File: src/rtl/uart_tx_arbiter.sv
// Round-robin arbiter sharing one UART transmitter between NREQ byte-stream
// requesters; grants are locked per packet and released by a stall watchdog.
module uart_tx_arbiter #(
    parameter int unsigned NREQ          = 2,
    parameter int unsigned BUSY_RISE_MAX = 4,
    parameter int unsigned STALL_MAX     = 65535
) (
    input  logic              clk,
    input  logic              reset,
    input  logic [NREQ-1:0]   req_valid,
    input  logic [8*NREQ-1:0] req_data,
    input  logic [NREQ-1:0]   req_last,
    output logic [NREQ-1:0]   req_ready,
    input  logic              txBusy,
    output logic              txStart,
    output logic [7:0]        txData,
    output logic [NREQ-1:0]   grant,
    output logic              active,
    output logic [7:0]        stall_count
);

    localparam int unsigned IW = (NREQ > 1) ? $clog2(NREQ) : 1;
    localparam int unsigned SW = (STALL_MAX > 1) ? $clog2(STALL_MAX) : 1;
    localparam int unsigned BW = (BUSY_RISE_MAX > 1) ? $clog2(BUSY_RISE_MAX) : 1;

    localparam logic [IW-1:0] RR_INIT    = IW'(NREQ - 1);
    localparam logic [SW-1:0] STALL_LAST = SW'(STALL_MAX - 1);
    localparam logic [BW-1:0] RISE_LAST  = BW'(BUSY_RISE_MAX - 1);

    typedef enum logic [2:0] {
        IDLE,
        ARM,
        START,
        WAIT_HI,
        WAIT_LO
    } state_t;

    state_t          state;
    state_t          state_nx;
    logic [IW-1:0]   rr;
    logic [IW-1:0]   pick_idx;
    logic            pick_found;
    logic [7:0]      sel_data;
    logic            sel_last;
    logic            last_q;
    logic            xfer;
    logic [SW-1:0]   stall_cnt;
    logic [BW-1:0]   rise_cnt;

    // Round-robin search: indices above rr first, then wrap to 0..rr.
    always_comb begin
        pick_found = 1'b0;
        pick_idx   = rr;
        for (int unsigned i = 0; i < NREQ; i++) begin
            if (!pick_found && req_valid[i] && (i > 32'(rr))) begin
                pick_found = 1'b1;
                pick_idx   = IW'(i);
            end
        end
        for (int unsigned i = 0; i < NREQ; i++) begin
            if (!pick_found && req_valid[i] && (i <= 32'(rr))) begin
                pick_found = 1'b1;
                pick_idx   = IW'(i);
            end
        end
    end

    always_comb begin
        sel_data = '0;
        sel_last = 1'b0;
        for (int unsigned i = 0; i < NREQ; i++) begin
            if (grant[i]) begin
                sel_data = req_data[8*i +: 8];
                sel_last = req_last[i];
            end
        end
    end

    always_comb begin
        req_ready = '0;
        if (state == ARM && !txBusy) begin
            req_ready = grant & req_valid;
        end
    end

    assign xfer    = |req_ready;
    assign txStart = (state == START);

    always_comb begin
        state_nx = state;
        case (state)
            IDLE:    if (pick_found) state_nx = ARM;
            ARM: begin
                if (xfer) begin
                    state_nx = START;
                end else if (stall_cnt == STALL_LAST) begin
                    state_nx = IDLE;
                end
            end
            START:   state_nx = WAIT_HI;
            // A busy-rise timeout passes through WAIT_LO so both paths share
            // the same release/re-arm decision one cycle later.
            WAIT_HI: if (txBusy || rise_cnt == RISE_LAST) state_nx = WAIT_LO;
            WAIT_LO: if (!txBusy) state_nx = last_q ? IDLE : ARM;
            default: state_nx = IDLE;
        endcase
    end

    always_ff @(posedge clk) begin
        if (reset) begin
            state       <= IDLE;
            rr          <= RR_INIT;
            txData      <= '0;
            grant       <= '0;
            active      <= 1'b0;
            stall_count <= '0;
            last_q      <= 1'b0;
            stall_cnt   <= '0;
            rise_cnt    <= '0;
        end else begin
            state <= state_nx;
            // Watchdog measures time since the last accepted byte (or grant),
            // so it keeps counting while that byte is on the wire.
            if (active && stall_cnt != STALL_LAST) begin
                stall_cnt <= stall_cnt + SW'(1);
            end
            case (state)
                IDLE: begin
                    if (pick_found) begin
                        grant     <= NREQ'(1) << pick_idx;
                        active    <= 1'b1;
                        rr        <= pick_idx;
                        stall_cnt <= '0;
                    end
                end
                ARM: begin
                    if (xfer) begin
                        txData    <= sel_data;
                        last_q    <= sel_last;
                        stall_cnt <= '0;
                    end else if (stall_cnt == STALL_LAST) begin
                        grant  <= '0;
                        active <= 1'b0;
                        if (stall_count != 8'hFF) begin
                            stall_count <= stall_count + 8'd1;
                        end
                    end
                end
                START: rise_cnt <= '0;
                WAIT_HI: begin
                    if (!txBusy && rise_cnt != RISE_LAST) begin
                        rise_cnt <= rise_cnt + BW'(1);
                    end
                end
                WAIT_LO: begin
                    if (!txBusy && last_q) begin
                        grant  <= '0;
                        active <= 1'b0;
                    end
                end
                default: ;
            endcase
        end
    end

endmodule
File: config.mk
export PLATFORM = sky130hd
export DESIGN_NAME = uart_tx_arbiter
export DESIGN_NICKNAME = d
export VERILOG_FILES = /design/src/rtl/uart_tx_arbiter.sv
export SDC_FILE = /design/constraint.sdc
export NUM_CORES = 1
export LEC_CHECK = 0
export ABC_AREA = 1
export BUFFER_PORTS_ARGS = -buffer_cell sky130_fd_sc_hd__clkbuf_2
export CORE_MARGIN = 4
export CORE_UTILIZATION = 53
export DETAILED_ROUTE_END_ITERATION = 8
export GPL_ROUTABILITY_DRIVEN = 0
export HOLD_SLACK_MARGIN = 0.05
export PLACE_DENSITY_LB_ADDON = 0.12
export SYNTH_ARGS = -nofsm -noshare
export SYNTH_HDL_FRONTEND = slang
export SYNTH_SLANG_ARGS = --single-unit
File: constraint.sdc
create_clock -name clk -period 2.7 [get_ports clk]
set_input_delay 0.27 -clock clk [delete_from_list [all_inputs] [get_ports clk]]
set_output_delay 0.27 -clock clk [all_outputs]
set_load 0.03 [all_outputs]
==> results of run 1 <==
==> cell usage in the layout, fill, tap and decap left out, drive strengths merged <==
cell    synthesis  layout
clkinv          1       1
xor2           13      13
nor3            7       7
dfxtp          42      42
o21ai          31      31
o211a           1       1
nand4           4       4
bufinv          0       1
nand3b          1       1
and2            1       1
o31ai           1       1
a21oi          12      12
nor2           55      55
ha              4       4
nand2          75      75
o21bai          1       1
clkbuf          3      51
a31oi           9       9
xnor2           2       2
nand3          33      33
inv            32      32
or2             2       2
==> routing by layer <==
metal / up-vias / global-route usage, %
li1: 1183 / -
met1: 996 / 24.11
met2: 67 / 31.35
met3: 5 / 5.145
met4: 0 / 5.243
met5: - / 0
==> per-stage QoR <==
| step | cells | utilization [%] |
|---|---|---|
| floorplan | 335 | - |
| global placement | 423 | 60.13 |
| detailed placement | 423 | 60.13 |
| CTS | 431 | 62.56 |
| global route | 431 | 62.56 |
| finish | 431 | 62.56 |
==> cell usage after synthesis (all sizes together) <==
cell and count:
a21oi 12, a31oi 9, and2 1, buf 5, clkbuf 3, clkinv 1
dfxtp 42, ha 4, inv 32, nand2 75, nand3 33, nand3b 1
nand4 4, nor2 55, nor3 7, o211a 1, o21ai 31, o21bai 1
o31ai 1, or2 2, xnor2 2, xor2 13
==> registers in the layout, indices dropped and copies added (netlist names) <==
name	cells
stall_cnt	16
state	3
rr	1
txData	8
last_q	1
stall_count	8
active	1
grant	2
rise_cnt	2
==> tightest hold or removal path, stage by stage <==
cell and delay [ps]:
clkbuf_2 80, nand2_1 50, a31oi_1 70
==> power by group through the flow <==
stage	clock (W)	sequential, W	combinational (W)
6_report	0.000486	0.000691	0.000232
5_1_grt	0.000523	0.000697	0.000264
4_1_cts	0.000502	0.000691	0.000234
3_5_place_dp	0	0.000705	0.000233
3_3_place_gp	0	0.000704	0.000230
2_1_floorplan	0	0.000707	0.000181
==> cells by family after synthesis <==
family,Yosys count
AO/OA/AOI/OAI,55
XOR/XNOR,15
flip-flops,42
buffers and inverters,41
AND/OR/NAND/NOR,178
adder cells (fa/ha/maj),4
==> final timing paths <==
path,from,endpoint,depth (start not counted)
worst max-delay path,stall_cnt[0]$_SDFF_PP0_,stall_cnt[2]$_SDFF_PP0_,10
worst min-delay path,req_data[10],txData[2]$_SDFFE_PP0P_,3
worst max register to register,stall_cnt[0]$_SDFF_PP0_,stall_cnt[2]$_SDFF_PP0_,10
worst min register to register,rise_cnt[1]$_SDFFE_PP0P_,rise_cnt[1]$_SDFFE_PP0P_,2
==> layout make-up <==
cell class	instances	area share, %
multi-input combinational	252	50.55
sequential	42	30.66
inverter	33	4.516
timing repair buffer	44	8.029
clock buffer	7	2.783
clock inverter	1	1.095
tap	52	2.372
==> reports/metrics.csv, run 1 <==
metric;value;unit
Worst EP required;2880;ps
nets@finish;405;
Worst slew margin;61.69;%
total power;0.001409;W
Hold Crit Class;in -> reg;
max_cap viols;0;
Critical Path Max Stage Delay;440;ps
Mapped Avg Cell Area;7.182;sq um
maximum fanout along the worst path;27;
Die ar.;0.005681;sq mm
# port buffers;44;
Compound-Gate Fraction of Synth Area;13.42;%
pin count of the biggest net entering global routing;28;
power share of the clock group;34.5;%
Synth Area in XOR/XNOR;5.460;%
FP Rows;24;
r2r setup slk;760;ps
clock buffer depth;2;
multiplexer share of the synthesized area;0;%
Post-Syn Instances;335;
Critical path buffers and inverters;2;
Final Cycle Share;71.76;%
Final Routed Wirelength;4928;um
cells along the critical path;inv_1 -> ha_1 -> inv_1 -> nor2_2 -> nand2_4 -> nor2_8 -> nor2_4 -> nand2_1 -> xor2_1 -> nor2_1;
status;finished, final reports clean;
Fin. Hold Viols;0;
clk sinks;42;
worst slew pin tran;574.0;ps
Yosys reg bits;42;
largest family of logic cells by synthesized area;simple AND/OR/NAND/NOR gates;
antenna cells;0;
unrepaired setup endpoints after global routing;false;
Routed met1 length;2316;um
Int Pwr;0.001007;W
most frequent CP cell;inv_1;
post-detailed-route DRC marker count;0;
layout cells sized above 1;22.43;%
grt ovf;0;
CP Data Arrival Time;2120;ps
critical path's slowest cell;dfxtp_1;
number of distinct library cells after synthesis;34;
DR pass1 iterations;5;
Gate power share;16.4;%
Synth top area share;34.95;%
Max Transition Viols Final;0;
via count;2251;
post_cts resized;0;
fill cell count;424;
routed wl met2;2250;um
Critical Path Sink Type;register;
Pleak;1.266;nW
WHS;219.7;ps
Vias/cell;5.223;
clock slew at reported path FFs;80;ps
Pwr Density;513.8;mW/mm^2
Die W;75.38;um
wire length on met3;311;um
vias in the first global route;2001;
drt wl/cell;11.43;um
I/O pin count;45;
initial antenna violation count;0;
synth warn;0;
H-tree depth;2;
leading area contributor after synthesis;dfxtp_1;
skew final;5.942;ps
CTS buffer count;5;
hold_buf cts;0;
Reg power frac;49.0;%
CTS tree;yes;
Area growth syn-to-layout;13.99;%
simple-gate share of the synthesized area;36.66;%
final setup fails;0;
setup ws final;762.4;ps
area share of fa/ha/maj cells after synthesis;2.080;%
Total GRT Usage;18.87;%
dpl ws;787.4;ps
Cell Area, Synth;0.002406;sq mm
most area-consuming cells after synthesis;dfxtp_1 (35%), nand2_1 (10%), nand3_1 (6.7%);
Max VDD drop;296.8;uV
Switch Pwr;0.0004017;W
final worst path period need;1938;ps
Mapped Nets;362;
final instance area;0.002743;sq mm
root buffer cell;clkbuf_8;
f_max;516.1;MHz
clk_lat worst skew;290;ps
placed cell area;0.002636;sq mm
sequential share of the synthesized area;34.95;%
Startpoint Class;register;
Sw Ratio;28.51;%
top sig layer;met4;
initial cell density of the core;54.88;%
area of the multi-input gates;0.001386;sq mm
first-pass GRT wire length;8376;um
CP delay by family, top;simple AND/OR/NAND/NOR gates;
crit path kind;reg -> reg;
Setup Fix Bufs, Post-CTS;0;
DP Wirelength;3764;um
die height;75.38;um
1st-iter DRT viols;115;
register area;840.8;sq um
Post-DRT Antenna Nets;0;
setup TNS;0;ps
Core Box Area;0.004384;sq mm
Note: power is estimated with default switching activity, not from simulation.
==> run 2: changes to the inputs <==
--- a/config.mk
+++ b/config.mk
@@ -8,7 +8,7 @@
 export ABC_AREA = 1
 export BUFFER_PORTS_ARGS = -buffer_cell sky130_fd_sc_hd__clkbuf_2
 export CORE_MARGIN = 4
-export CORE_UTILIZATION = 53
+export CORE_UTILIZATION = 50
 export DETAILED_ROUTE_END_ITERATION = 8
 export GPL_ROUTABILITY_DRIVEN = 0
 export HOLD_SLACK_MARGIN = 0.05
==> constraint.sdc (replaced) <==
create_clock -name clk -period 1.7 [get_ports clk]
set_input_delay 0.17 -clock clk [delete_from_list [all_inputs] [get_ports clk]]
set_output_delay 0.17 -clock clk [all_outputs]
set_load 0.03 [all_outputs]
==> reports/metrics.csv, run 2 (synthesized netlist as in run 1, its figures left out) <==
metric;value;unit;change
status;finished, final reports clean;;
clock buffer depth;2;;unchanged
1st-iter DRT viols;93;;-19%
Max VDD drop;404.6;uV;+36%
CTS buffer count;5;;unchanged
Pwr Density;763.4;mW/mm^2;+49%
Hold Crit Depth;3;;unchanged
f_max;625.8;MHz;
fill cell count;424;;unchanged
grt ovf;0;;unchanged
CTS tree;yes;;
drt wl/cell;11.39;um;-0.40%
nets@finish;414;;+2.2%
max reg flops;16;;unchanged
crit path kind;reg -> out;;
placed cell area;0.002701;sq mm;+2.5%
antenna cells;0;;unchanged
first-pass GRT wire length;8866;um;+5.9%
final worst path period need;1598;ps;
register area;845.8;sq um;+0.60%
maximum fanout along the worst path;6;;-78%
area of the multi-input gates;0.001408;sq mm;+1.5%
unrepaired setup endpoints after global routing;true;;
I/O pin count;45;;unchanged
FP Rows;24;;unchanged
Non-Filler Instances;440;;+2.1%
DR pass1 iterations;4;;-1
clock slew at reported path FFs;80;ps;about the same
skew final;7.453;ps;+1.511 ps
layout cells sized above 1;27.06;%;+4.6 points
placed cell count;431;;+1.9%
vias in the first global route;1982;;-0.95%
via count;2223;;-1.2%
hold_buf cts;0;;unchanged
Largest Register;stall_cnt;;
max_cap viols;0;;unchanged
CP Launch Point;state[0]$_SDFFE_PP0P_;;
CP Data Arrival Time;1430;ps;-690 ps
DP Wirelength;3892;um;+3.4%
final setup fails;0;;unchanged
Core Box Area;0.004504;sq mm;+2.7%
final instance area;0.002833;sq mm;+3.3%
capturing point of the worst reg2reg path;stall_cnt[8]$_SDFF_PP0_;;
HP Start;req_data[13];;
Worst slew margin;77.06;%;+15 points
Vias/cell;5.052;;-3.3%
initial antenna violation count;0;;unchanged
die height;77.37;um;+2.6%
H-tree depth;2;;unchanged
Worst EP required;1530;ps;-1350 ps
commonest non-fill, non-tap cells in the layout;nand2_1 (66), clkbuf_2 (44), nor2_1 (38), dfxtp_1 (38), nand3_1 (31);;
clk_lat worst skew;300;ps;about the same
Hold Crit Class;in -> reg;;
Fin. Hold Viols;0;;unchanged
pin count of the biggest net entering global routing;20;;-29%
Max Transition Viols Final;0;;unchanged
post-detailed-route DRC marker count;0;;unchanged
leading cell type in the layout, fill and taps excluded;nand2_1;;
Die ar.;0.005986;sq mm;+5.4%
Final Cycle Share;93.99;%;
initial cell density of the core;53.42;%;-1.5 points
Top Registers;stall_cnt: 16 flops, stall_count: 8 flops, txData: 8 flops;;
root buffer cell;clkbuf_8;;
Post-DRT Antenna Nets;0;;unchanged
Pleak;1.312;nW;+3.6%
hold endpoint;txData[5]$_SDFFE_PP0P_;;
Area growth syn-to-layout;17.73;%;
Reg2Reg Launch Point;stall_cnt[2]$_SDFF_PP0_;;
R2R depth;9;;-1
Total GRT Usage;17.77;%;-1.1 points
Critical Path Sink Type;output pin;;
worst slew pin tran;341.5;ps;-232.4 ps
Final Routed Wirelength;5011;um;+1.7%
# port buffers;44;;unchanged
clk sinks;42;;unchanged
Die W;77.37;um;+2.6%
r2r setup slk;120;ps;-640 ps
Startpoint Class;register;;
-- run 2: worst max-delay path by stage --
stage | end | slack [ps] | depth (start not counted)
6_report | req_ready[1] | 100 | 5
3_3_place_gp | stall_cnt[9]$_SDFF_PP0_ | 80 | 11
3_5_place_dp | stall_cnt[8]$_SDFF_PP0_ | 20 | 11
5_1_grt | stall_cnt[5]$_SDFF_PP0_ | -20 | 9
2_1_floorplan | stall_count[7]$_SDFFE_PP0P_ | 110 | 8
4_1_cts | stall_cnt[8]$_SDFF_PP0_ | 20 | 11
-- run 2: repair_timing --
| action | in CTS | in global routing |
|---|---|---|
| setup endpoints to repair | 0 | 17 |
| resized for setup | 0 | 8 |
| endpoints found under the hold margin | 0 | 0 |
| buffers inserted | 0 | 1 |
-- run 2: worst max-delay path: stages (launching register included) --
cell and delay (ps):
dfxtp_1 460, nand3_2 160, inv_2 140, nand2_1 80
nor2_1 90, clkbuf_2 210
-- run 2: area by class of cell --
cell class / count / share of cell area [%]
Clock buffer: 5 / 2.429
Clock inverter: 3 / 0.7509
Inverter: 33 / 4.373
Multi-Input combinational cell: 252 / 49.69
Sequential cell: 42 / 29.86
Tap cell: 52 / 2.297
Timing Repair Buffer: 53 / 10.60
-- run 2: where the power goes --
group / switching, W / internal (W) / leakage (nW)
clock network: 0.000358 / 0.000289 / 0.0441
registers: 0.0000504 / 0.00103 / 0.343
logic: 0.000269 / 0.000164 / 0.925
total: 0.000678 / 0.00148 / 1.31
-- run 2: per-layer routing --
| layer | up-vias | GRT usage (%) | routed length [um] |
|---|---|---|---|
| li1 | 1194 | - | - |
| met1 | 986 | 23.09 | 2447 |
| met2 | 39 | 29.62 | 2308 |
| met3 | 4 | 4.514 | 215 |
| met4 | 0 | 4.270 | 40 |
| met5 | - | 0 | 0 |
-- run 2: per-stage QoR --
step	setup TNS [ps]	hold slack (ps)	utilization [%]	worst slack, ps	power (W)
final	0	106.9	62.89	102.1	0.002163
after global routing	-18.11	98.89	62.89	-18.11	0.002298
after CTS	0	98.53	61.97	17.00	0.002176
after detailed placement	0	425.1	59.97	18.58	0.001524
after global placement	0	423.7	59.97	75.10	0.001516
after floorplan	0	332.6	-	108.7	0.001411
==> run 3: changes to the inputs <==
--- a/config.mk
+++ b/config.mk
@@ -8,7 +8,7 @@
 export ABC_AREA = 1
 export BUFFER_PORTS_ARGS = -buffer_cell sky130_fd_sc_hd__clkbuf_2
 export CORE_MARGIN = 4
-export CORE_UTILIZATION = 50
+export CORE_UTILIZATION = 40
 export DETAILED_ROUTE_END_ITERATION = 8
 export GPL_ROUTABILITY_DRIVEN = 0
 export HOLD_SLACK_MARGIN = 0.05
==> reports/metrics.csv, run 3 (synthesized netlist as in run 1, its figures left out) <==
metric;value;unit;change
hold_buf cts;0;;unchanged
R2R depth;9;;unchanged
Non-Filler Instances;458;;+4.1%
crit path capture;req_ready[1];;
Max Transition Viols Final;0;;unchanged
DR pass1 iterations;4;;unchanged
capturing point of the worst reg2reg path;stall_cnt[14]$_SDFF_PP0_;;
layout cells sized above 1;25.39;%;-1.7 points
CTS tree;yes;;
Total GRT Usage;15.53;%;-2.2 points
placed cell count;449;;+4.2%
Final Routed Wirelength;5308;um;+5.9%
Area growth syn-to-layout;17.26;%;
Hold Crit Class;in -> reg;;
Int Pwr;0.001465;W;-1.4%
status;finished, final reports clean;;
Reg power frac;50.2;%;about the same
Gate power share;19.3;%;-0.7 points
Worst EP required;1530;ps;about the same
crit path kind;reg -> out;;
Critical Path Sink Type;output pin;;
Die W;85.56;um;+11%
Die ar.;0.007320;sq mm;+22%
1st-iter DRT viols;83;;-11%
drt wl/cell;11.59;um;+1.8%
via count;2253;;+1.3%
Largest Register;stall_cnt;;
clock slew at reported path FFs;90;ps;about the same
# port buffers;44;;unchanged
total power;0.002147;W;-0.70%
Core Box Area;0.005675;sq mm;+26%
FP Rows;27;;+13%
unrepaired setup endpoints after global routing;true;;
I/O pin count;45;;unchanged
dpl ws;-67.14;ps;-85.72 ps
pin count of the biggest net entering global routing;20;;unchanged
Setup Fix Bufs, Post-CTS;0;;unchanged
Top Registers;stall_cnt: 16 flops, stall_count: 8 flops, txData: 8 flops;;
Pleak;1.298;nW;-1.1%
Post-DRT Antenna Nets;0;;unchanged
Pwr Density;761.1;mW/mm^2;-0.30%
final setup fails;0;;unchanged
power share of the clock group;30.4;%;+0.5 points
Reg2Reg Launch Point;stall_cnt[0]$_SDFF_PP0_;;
DP Wirelength;3949;um;+1.5%
Final Cycle Share;92.98;%;-1.0 points
initial antenna violation count;0;;unchanged
final worst path period need;1581;ps;-17.30 ps
leading cell type in the layout, fill and taps excluded;nand2_1;;
max_cap viols;0;;unchanged
nets@finish;412;;-0.48%
maximum fanout along the worst path;6;;unchanged
die height;85.56;um;+11%
max reg flops;16;;unchanged
antenna cells;0;;unchanged
post-detailed-route DRC marker count;0;;unchanged
CTS buffer count;5;;unchanged
Max VDD drop;382.5;uV;-5.5%
root buffer cell;clkbuf_8;;
CP Data Arrival Time;1410;ps;-20 ps
WHS;108.1;ps;+1.163 ps
clk sinks;42;;unchanged
Vias/cell;4.919;;-2.6%
Worst slew margin;76.74;%;-0.32 points
f_max;632.7;MHz;+1.1%
grt ovf;0;;unchanged
Switch Pwr;0.0006827;W;+0.75%
clk_lat worst skew;300;ps;about the same
Fin. Hold Viols;0;;unchanged
skew final;11.27;ps;+3.818 ps
setup ws final;119.4;ps;+17.30 ps
clock buffer depth;2;;unchanged
first-pass GRT wire length;9466;um;+6.8%
Startpoint Class;register;;
Sw Ratio;31.79;%;+0.46 points
initial cell density of the core;42.39;%;-11 points
r2r setup slk;120;ps;about the same
CP Launch Point;state[0]$_SDFFE_PP0P_;;
worst slew pin tran;346.3;ps;+4.727 ps
vias in the first global route;2105;;+6.2%
H-tree depth;2;;unchanged
commonest non-fill, non-tap cells in the layout;nand2_1 (66), clkbuf_2 (44), dfxtp_1 (41);;
==> run 3: cell type report <==
| class | count | area (sq um) |
|---|---|---|
| Multi-Input combinational cell | 253 | 1410 |
| Sequential cell | 42 | 842.1 |
| Clock inverter | 3 | 21.27 |
| Timing Repair Buffer | 50 | 265.3 |
| Clock buffer | 5 | 68.82 |
| Inverter | 33 | 123.9 |
| Fill cell | 623 | 2854 |
| Tap cell | 72 | 90.09 |
==> run 3: power groups by stage <==
stage	clock network [W]	registers (W)	logic, W
global placement	0	0.00110	0.000408
floorplan	0	0.00112	0.000288
detailed placement	0	0.00110	0.000411
finish	0.000653	0.00108	0.000415
CTS	0.000682	0.00108	0.000417
global route	0.000724	0.00109	0.000472
==> run 3: timing repair <==
action / in CTS / in global routing
endpoints found under the setup margin: 6 / 19
pin swaps: 1 / 3
resized for setup: 0 / 4
cloned: 1 / 0
==> run 3: routing by layer <==
| layer | part of all wire [%] | global-route usage, % | wire length [um] | vias to the layer above |
|---|---|---|---|---|
| met4 | 1.1 | 3.453 | 57 | 0 |
| met5 | 0 | 0 | 0 | - |
| li1 | - | - | - | 1204 |
| met1 | 51 | 21.60 | 2731 | 997 |
| met3 | 3.6 | 3.362 | 192 | 6 |
| met2 | 44 | 24.65 | 2326 | 46 |
==> run 3: worst min path at each step <==
stage / start / endpoint / slack, ps / cells after the start
floorplan: req_data[11] / txData[3]$_SDFFE_PP0P_ / 330 / 2
global placement: req_data[11] / txData[3]$_SDFFE_PP0P_ / 420 / 3
detailed placement: req_data[14] / txData[6]$_SDFFE_PP0P_ / 430 / 3
CTS: req_data[13] / txData[5]$_SDFFE_PP0P_ / 100 / 3
global route: req_data[12] / txData[4]$_SDFFE_PP0P_ / 110 / 3
finish: req_data[10] / txData[2]$_SDFFE_PP0P_ / 110 / 3
==> run 3: metrics by stage <==
stage / utilization, % / cell area (sq um) / setup TNS [ps]
finish: 49.71 / 2821 / 0
global route: 49.71 / 2821 / -45.67
CTS: 49.47 / 2808 / 0
detailed placement: 47.77 / 2711 / -204.9
global placement: 47.77 / 2711 / -53.29
floorplan: - / 2411 / 0
==> run 3: critical path, cell delays in order (launching register included) <==
cell and delay (ps):
dfxtp_1 460, nand3_2 150, inv_2 120, nand2_1 80, nor2_1 100, clkbuf_2 210
